<file path="config.mk">
export PLATFORM = sky130hd
export DESIGN_NAME = bcd_stopwatch_timer
export DESIGN_NICKNAME = d
export VERILOG_FILES = /design/src/rtl/bcd_stopwatch_timer.sv
export SDC_FILE = /design/constraint.sdc
export NUM_CORES = 1
export LEC_CHECK = 0
export CORE_UTILIZATION = 60
export CTS_CLUSTER_DIAMETER = 200
export DETAILED_ROUTE_END_ITERATION = 10
export PLACE_DENSITY = 0.79
export SLEW_MARGIN = 10
export SYNTH_ARGS = -nofsm -noshare
export SYNTH_HDL_FRONTEND = slang
export SYNTH_SLANG_ARGS = --single-unit
export TNS_END_PERCENT = 100
</file>
<file path="constraint.sdc">
create_clock -name mclk -period 7.1 [get_ports mclk]
set_input_delay 1.42 -clock mclk [delete_from_list [all_inputs] [get_ports mclk]]
set_output_delay 1.42 -clock mclk [all_outputs]
set_load 0.02 [all_outputs]
</file>
<file path="src/rtl/bcd_stopwatch_timer.sv">
`default_nettype none
// ============================================================================
// Module   : bcd_stopwatch_timer
// Purpose  : N-digit BCD stopwatch / countdown timer with debounced buttons,
//            lap freeze and multiplexed active-low 7-segment drive.
// Revision : 1.0  initial release
// ============================================================================
module bcd_stopwatch_timer #(
  parameter int N_DIGITS     = 4,
  parameter int TICK_DIV     = 100000,
  parameter int SCAN_DIV     = 100000,
  parameter int DEBOUNCE_CYC = 500000,
  parameter int DP_POS       = 3
) (
  input  logic                  mclk,
  input  logic                  rst_n,
  input  logic                  btn_start,
  input  logic                  btn_lap,
  input  logic                  btn_clr,
  input  logic                  mode_down,
  input  logic [4*N_DIGITS-1:0] load_val,
  output logic [N_DIGITS-1:0]   an,
  output logic [7:0]            seg,
  output logic                  running,
  output logic                  done
);

  localparam int DW  = 4 * N_DIGITS;
  localparam int DBW = $clog2(DEBOUNCE_CYC + 1);
  localparam int PW  = $clog2(TICK_DIV);
  localparam int SW  = $clog2(SCAN_DIV);
  localparam int IW  = $clog2(N_DIGITS);
  localparam logic [N_DIGITS-1:0] DP_MASK =
    (DP_POS < N_DIGITS) ? (N_DIGITS'(1) << DP_POS) : '0;

  typedef enum logic [1:0] {IDLE, RUN, PAUSE, DONE} state_t;

  function automatic logic [DW-1:0] bcd_inc(input logic [DW-1:0] v);
    logic [DW-1:0] r;
    logic          c;
    r = v;
    c = 1'b1;
    for (int i = 0; i < N_DIGITS; i++) begin
      if (c) begin
        if (v[4*i +: 4] == 4'd9) r[4*i +: 4] = 4'd0;
        else begin
          r[4*i +: 4] = v[4*i +: 4] + 4'd1;
          c = 1'b0;
        end
      end
    end
    return r;
  endfunction

  function automatic logic [DW-1:0] bcd_dec(input logic [DW-1:0] v);
    logic [DW-1:0] r;
    logic          b;
    r = v;
    b = 1'b1;
    for (int i = 0; i < N_DIGITS; i++) begin
      if (b) begin
        if (v[4*i +: 4] == 4'd0) r[4*i +: 4] = 4'd9;
        else begin
          r[4*i +: 4] = v[4*i +: 4] - 4'd1;
          b = 1'b0;
        end
      end
    end
    return r;
  endfunction

  function automatic logic [DW-1:0] bcd_clamp(input logic [DW-1:0] v);
    logic [DW-1:0] r;
    for (int i = 0; i < N_DIGITS; i++)
      r[4*i +: 4] = (v[4*i +: 4] > 4'd9) ? 4'd9 : v[4*i +: 4];
    return r;
  endfunction

  function automatic logic [6:0] seg7(input logic [3:0] d);
    case (d)
      4'd0: seg7 = 7'h40;  4'd1: seg7 = 7'h79;  4'd2: seg7 = 7'h24;
      4'd3: seg7 = 7'h30;  4'd4: seg7 = 7'h19;  4'd5: seg7 = 7'h12;
      4'd6: seg7 = 7'h02;  4'd7: seg7 = 7'h78;  4'd8: seg7 = 7'h00;
      4'd9: seg7 = 7'h10;  default: seg7 = 7'h7F;
    endcase
  endfunction

  // Each raw button: 2-flop sync, stability filter, registered rising-edge pulse
  logic [2:0] raw, pulse;
  assign raw = {btn_clr, btn_lap, btn_start};

  for (genvar b = 0; b < 3; b++) begin : g_btn
    logic           s1, s2, stable, stable_d, pulse_q;
    logic [DBW-1:0] cnt;
    always_ff @(posedge mclk or negedge rst_n) begin
      if (!rst_n) begin
        s1 <= 1'b0; s2 <= 1'b0; stable <= 1'b0; stable_d <= 1'b0;
        pulse_q <= 1'b0; cnt <= '0;
      end else begin
        s1       <= raw[b];
        s2       <= s1;
        stable_d <= stable;
        pulse_q  <= stable & ~stable_d;
        if (s2 == stable) cnt <= '0;
        else if (cnt == DBW'(DEBOUNCE_CYC - 1)) begin
          stable <= s2;
          cnt    <= '0;
        end else cnt <= cnt + 1'b1;
      end
    end
    assign pulse[b] = pulse_q;
  end

  logic start_p, lap_p, clr_p;
  assign start_p = pulse[0];
  assign lap_p   = pulse[1];
  assign clr_p   = pulse[2];

  state_t        state, state_nx;
  logic [DW-1:0] count, snap, load_c, count_dec;
  logic [PW-1:0] presc;
  logic          mode_q, freeze, tick;

  assign load_c    = bcd_clamp(load_val);
  assign count_dec = bcd_dec(count);
  assign tick      = (state == RUN) && (presc == PW'(TICK_DIV - 1));
  assign running   = (state == RUN);
  assign done      = (state == DONE);

  always_ff @(posedge mclk or negedge rst_n) begin
    if (!rst_n) state <= IDLE;
    else        state <= state_nx;
  end

  always_comb begin
    state_nx = state;
    case (state)
      IDLE:    if (start_p) state_nx = (mode_down && load_c == '0) ? DONE : RUN;
      RUN: begin
        if (tick && mode_q && count_dec == '0) state_nx = DONE;
        else if (start_p)                      state_nx = PAUSE;
      end
      PAUSE:   if (start_p) state_nx = RUN;
      default: state_nx = state;
    endcase
    if (clr_p) state_nx = IDLE;
  end

  always_ff @(posedge mclk or negedge rst_n) begin
    if (!rst_n) begin
      count  <= '0;
      snap   <= '0;
      presc  <= '0;
      mode_q <= 1'b0;
      freeze <= 1'b0;
    end else begin
      if (state == IDLE) count <= mode_down ? load_c : '0;
      else if (state == DONE) count <= '0;
      else if (tick) begin
        if (!mode_q)          count <= bcd_inc(count);
        else if (count != '0) count <= count_dec;
      end

      if (state == IDLE && start_p && !clr_p) mode_q <= mode_down;

      if (clr_p || state == IDLE) presc <= '0;
      else if (state == RUN)      presc <= tick ? '0 : presc + 1'b1;

      // Start outranks lap, so a lap arriving with a pause is dropped
      if (clr_p || state_nx == DONE) freeze <= 1'b0;
      else if (state == RUN && lap_p && !start_p) begin
        freeze <= ~freeze;
        if (!freeze) snap <= count;
      end
    end
  end

  logic [SW-1:0]       scan_cnt;
  logic [IW-1:0]       idx;
  logic [DW-1:0]       disp;
  logic [3:0]          cur_digit;
  logic [N_DIGITS-1:0] an_nx;

  assign disp      = freeze ? snap : count;
  assign cur_digit = disp[4*idx +: 4];
  assign an_nx     = ~(N_DIGITS'(1) << idx);

  always_ff @(posedge mclk or negedge rst_n) begin
    if (!rst_n) begin
      scan_cnt <= '0;
      idx      <= '0;
      an       <= '1;
      seg      <= 8'hFF;
    end else begin
      if (scan_cnt == SW'(SCAN_DIV - 1)) begin
        scan_cnt <= '0;
        idx      <= (idx == IW'(N_DIGITS - 1)) ? '0 : idx + 1'b1;
      end else scan_cnt <= scan_cnt + 1'b1;
      an  <= an_nx;
      seg <= {~|(DP_MASK & ~an_nx), seg7(cur_digit)};
    end
  end

endmodule
`default_nettype wire
</file>
==> results.json <==
{
  "run_status": "finished, final reports clean",
  "num_io_pins": 36,
  "worstMarginPinSlew_ns": 1.04,
  "rsz0062_at_grt": "false",
  "synth_cell_types": 66,
  "p_comb_share_pct": 3.2,
  "power_leakage_nw": 3.99,
  "total_power_mw": 1.82,
  "clk_path_buf_depth": 2,
  "post_cts_resize_count": 0,
  "cts_tree": "built",
  "hold_viol": 0,
  "dp_cells": 1062,
  "ant_nets": 0,
  "synth-seq-area-share_pct": 46.4,
  "p_clk_share_pct": 47.4,
  "place.gp.congestion": 0.940,
  "viasPerCell": 6.02,
  "reg2regPathDepth": 8,
  "power_switching_share_pct": 22.1,
  "clock_sinks": 155,
  "postSynthNetCount": 923,
  "diodes": 0,
  "final_common_cell": "dfrtp_1",
  "crit_fanout": 16,
  "irDropWorstVdd_uv": 177,
  "grt_pass1_wl_um": 30800,
  "fmax_ghz": 0.266,
  "final_nets": 945,
  "drc": 0,
  "area_delta_synth_final_pct": 11.9,
  "vias": 6582,
  "ys_async_sr_fraction_pct": 100,
  "p_sw_mw": 0.403,
  "skew_ns": 0.00700,
  "worstPathRequired_ns": 7.40,
  "numPortBuffers": 35,
  "synth_top_area_cell": "dfrtp_1",
  "pre_cts_ws_ns": 3.45,
  "antenna_found_initial": 0,
  "post-route-period-util_pct": 53.0,
  "period_needed_ns": 3.76,
  "fp.coreArea_um2": 13500,
  "grt.overflow.total": 0,
  "grt_max_degree": 84,
  "utilization_pct": 69.8,
  "start_util_pct": 62.4,
  "hold_buffers": 0,
  "p_seq_share_pct": 49.3,
  "die_x_um": 120,
  "cts_buffers": 17,
  "rows": 42,
  "tns_ns": 0,
  "synth_warnings": 0,
  "slew_violations": 0,
  "grt_pass1_vias": 6495,
  "synth_flop_cell": "dfrtp_1",
  "drt_iter0_markers": 537,
  "final_cells": 1093,
  "slew-limit-headroom_pct": 31.0,
  "maxCapViolCount": 0,
  "drive_above_1_share_pct": 9.16,
  "end_kind": "register",
  "crit_arrival_ns": 4.07,
  "powerDensity_nw_per_um2": 194,
  "cts_root_buf": "clkbuf_16",
  "dieHeight_um": 120,
  "grt_usage_pct": 26.8,
  "synthTopCellsByArea": "dfrtp_1 (43%), nor2_1 (6.3%), xor2_1 (4.6%), xnor2_1 (4.0%), dfstp_2 (3.4%)",
  "post-cts-setup-buffers": 0,
  "synth.top_cell.area_share_pct": 43.0,
  "p_int_mw": 1.42,
  "die_area_um2": 14500,
  "wl_um": 18100,
  "hold_path_class": "register to register",
  "synth-edff-count": 0,
  "drtPass1Iterations": 6,
  "synth_cells": 883,
  "dp_hpwl_um": 12500,
  "whs_path_depth": 0,
  "setup_violations": 0,
  "ys_seq_elements": 155,
  "setup_slack_ns": 3.34,
  "synth_area_um2": 8390,
  "syn_area_per_cell_um2": 9.50,
  "path_clk_slew_ns": 0.06,
  "start_kind": "register",
  "path_class": "register to register",
  "final_cell_mix": "dfrtp_1 (144), nor2_1 (140), nand2_1 (73)",
  "clk_latency_ns": 0.42,
  "wire_per_inst_um": 16.5,
  "h-tree-depth": 4
}
layout make-up:
class	instances	area, um2
Clock buffer	20	467
Clock inverter	11	93.8
Fill cell	1076	4070
Inverter	29	109
Multi-Input combinational cell	664	4230
Sequential cell	155	3890
Tap cell	176	220
Timing Repair Buffer	38	374
cell usage after synthesis, types with 3 or more instances:
cell	count
nor3_1	22
nor2_1	140
nand2b_1	9
o21ai_0	51
a31oi_1	3
o311ai_0	3
xnor2_1	38
nand2_1	73
mux2_2	11
a21oi_1	29
a221oi_1	6
clkbuf_1	30
or3_1	5
xor2_1	44
o211ai_1	3
nor4bb_1	3
mux2i_1	5
mux4_2	8
o31ai_1	6
a21o_1	3
nand3_1	45
a211oi_1	5
ha_1	18
nand3b_1	4
and2_1	4
and4_1	10
dfrtp_1	144
nor2b_1	12
and3_1	9
nor4_1	15
o21a_1	4
mux2_4	9
inv_1	28
nand4b_1	3
a22oi_1	5
or2_2	4
or4_1	8
dfstp_2	11
nand4_1	17
layer usage:
| layer | GRT usage (%) | share of wire (%) | vias up |
|---|---|---|---|
| met3 | 5.85 | 5.0 | 34 |
| met2 | 43.9 | 49 | 200 |
| met1 | 35.8 | 45 | 3214 |
| li1 | - | - | 3134 |
| met4 | 8.18 | 1.4 | 0 |
| met5 | 0 | 0 | - |
logic make-up after synthesis:
logic type | count (synthesis) | synth area share, %
muxes | 33 | 5.83
buffers and inverters | 64 | 3.18
xor gates and xnor gates | 82 | 8.56
and+or+nand+nor | 400 | 23.7
DFF | 155 | 46.4
AOI/OAI and AO/OA | 131 | 9.62
adders and majority gates | 18 | 2.68
path summary, 6_finish.rpt:
check                                  from         endpoint  slack (ns)
worst max register to register     count[1]          snap[1]        3.34
worst min register to register  g_btn[0].s1      g_btn[0].s2        0.35
min in group asynchronous             rst_n         count[7]        0.99
worst min-delay path            g_btn[0].s1      g_btn[0].s2        0.35
worst max-delay path               count[1]          snap[1]        3.34
max in group asynchronous             rst_n  g_btn[1].cnt[8]        4.63
metrics by stage:
stage                     hold slack [ns]  area [um2]
final                               0.349        9390
after global placement              0.334        8830
after detailed placement            0.339        8830
after floorplan                     0.331        8390
after global routing                0.352        9390
after CTS                           0.352        9390
registers in the layout, summed over array words and instances, names as in the netlist:
| signal | count |
|---|---|
| scan_cnt | 17 |
| g_btn.pulse_q | 2 |
| g_btn.s2 | 3 |
| freeze | 1 |
| g_btn.s1 | 3 |
| an | 3 |
| mode_q | 1 |
| clr_p | 1 |
| idx | 2 |
| snap | 16 |
| g_btn.cnt | 57 |
| g_btn.stable | 3 |
| state | 2 |
| count | 16 |
| presc | 17 |
| seg | 8 |
| g_btn.stable_d | 3 |
power by group through the flow:
stage,registers (mW),logic (mW),clock network [mW]
final,0.898,0.0589,0.864
after global routing,0.899,0.0669,0.913
after CTS,0.898,0.0599,0.875
after detailed placement,0.914,0.0597,0
after global placement,0.913,0.0579,0
after floorplan,0.911,0.0239,0
worst max-delay path: stages, from the launching register on:
cell	delay, ns
dfrtp_1	0.45
inv_1	0.16
ha_1	0.35
or4b_1	0.66
or3_4	0.46
or4_1	0.41
and2_4	0.19
a21oi_4	0.54
mux2_2	0.41
Note: power is estimated with default switching activity, not from simulation.
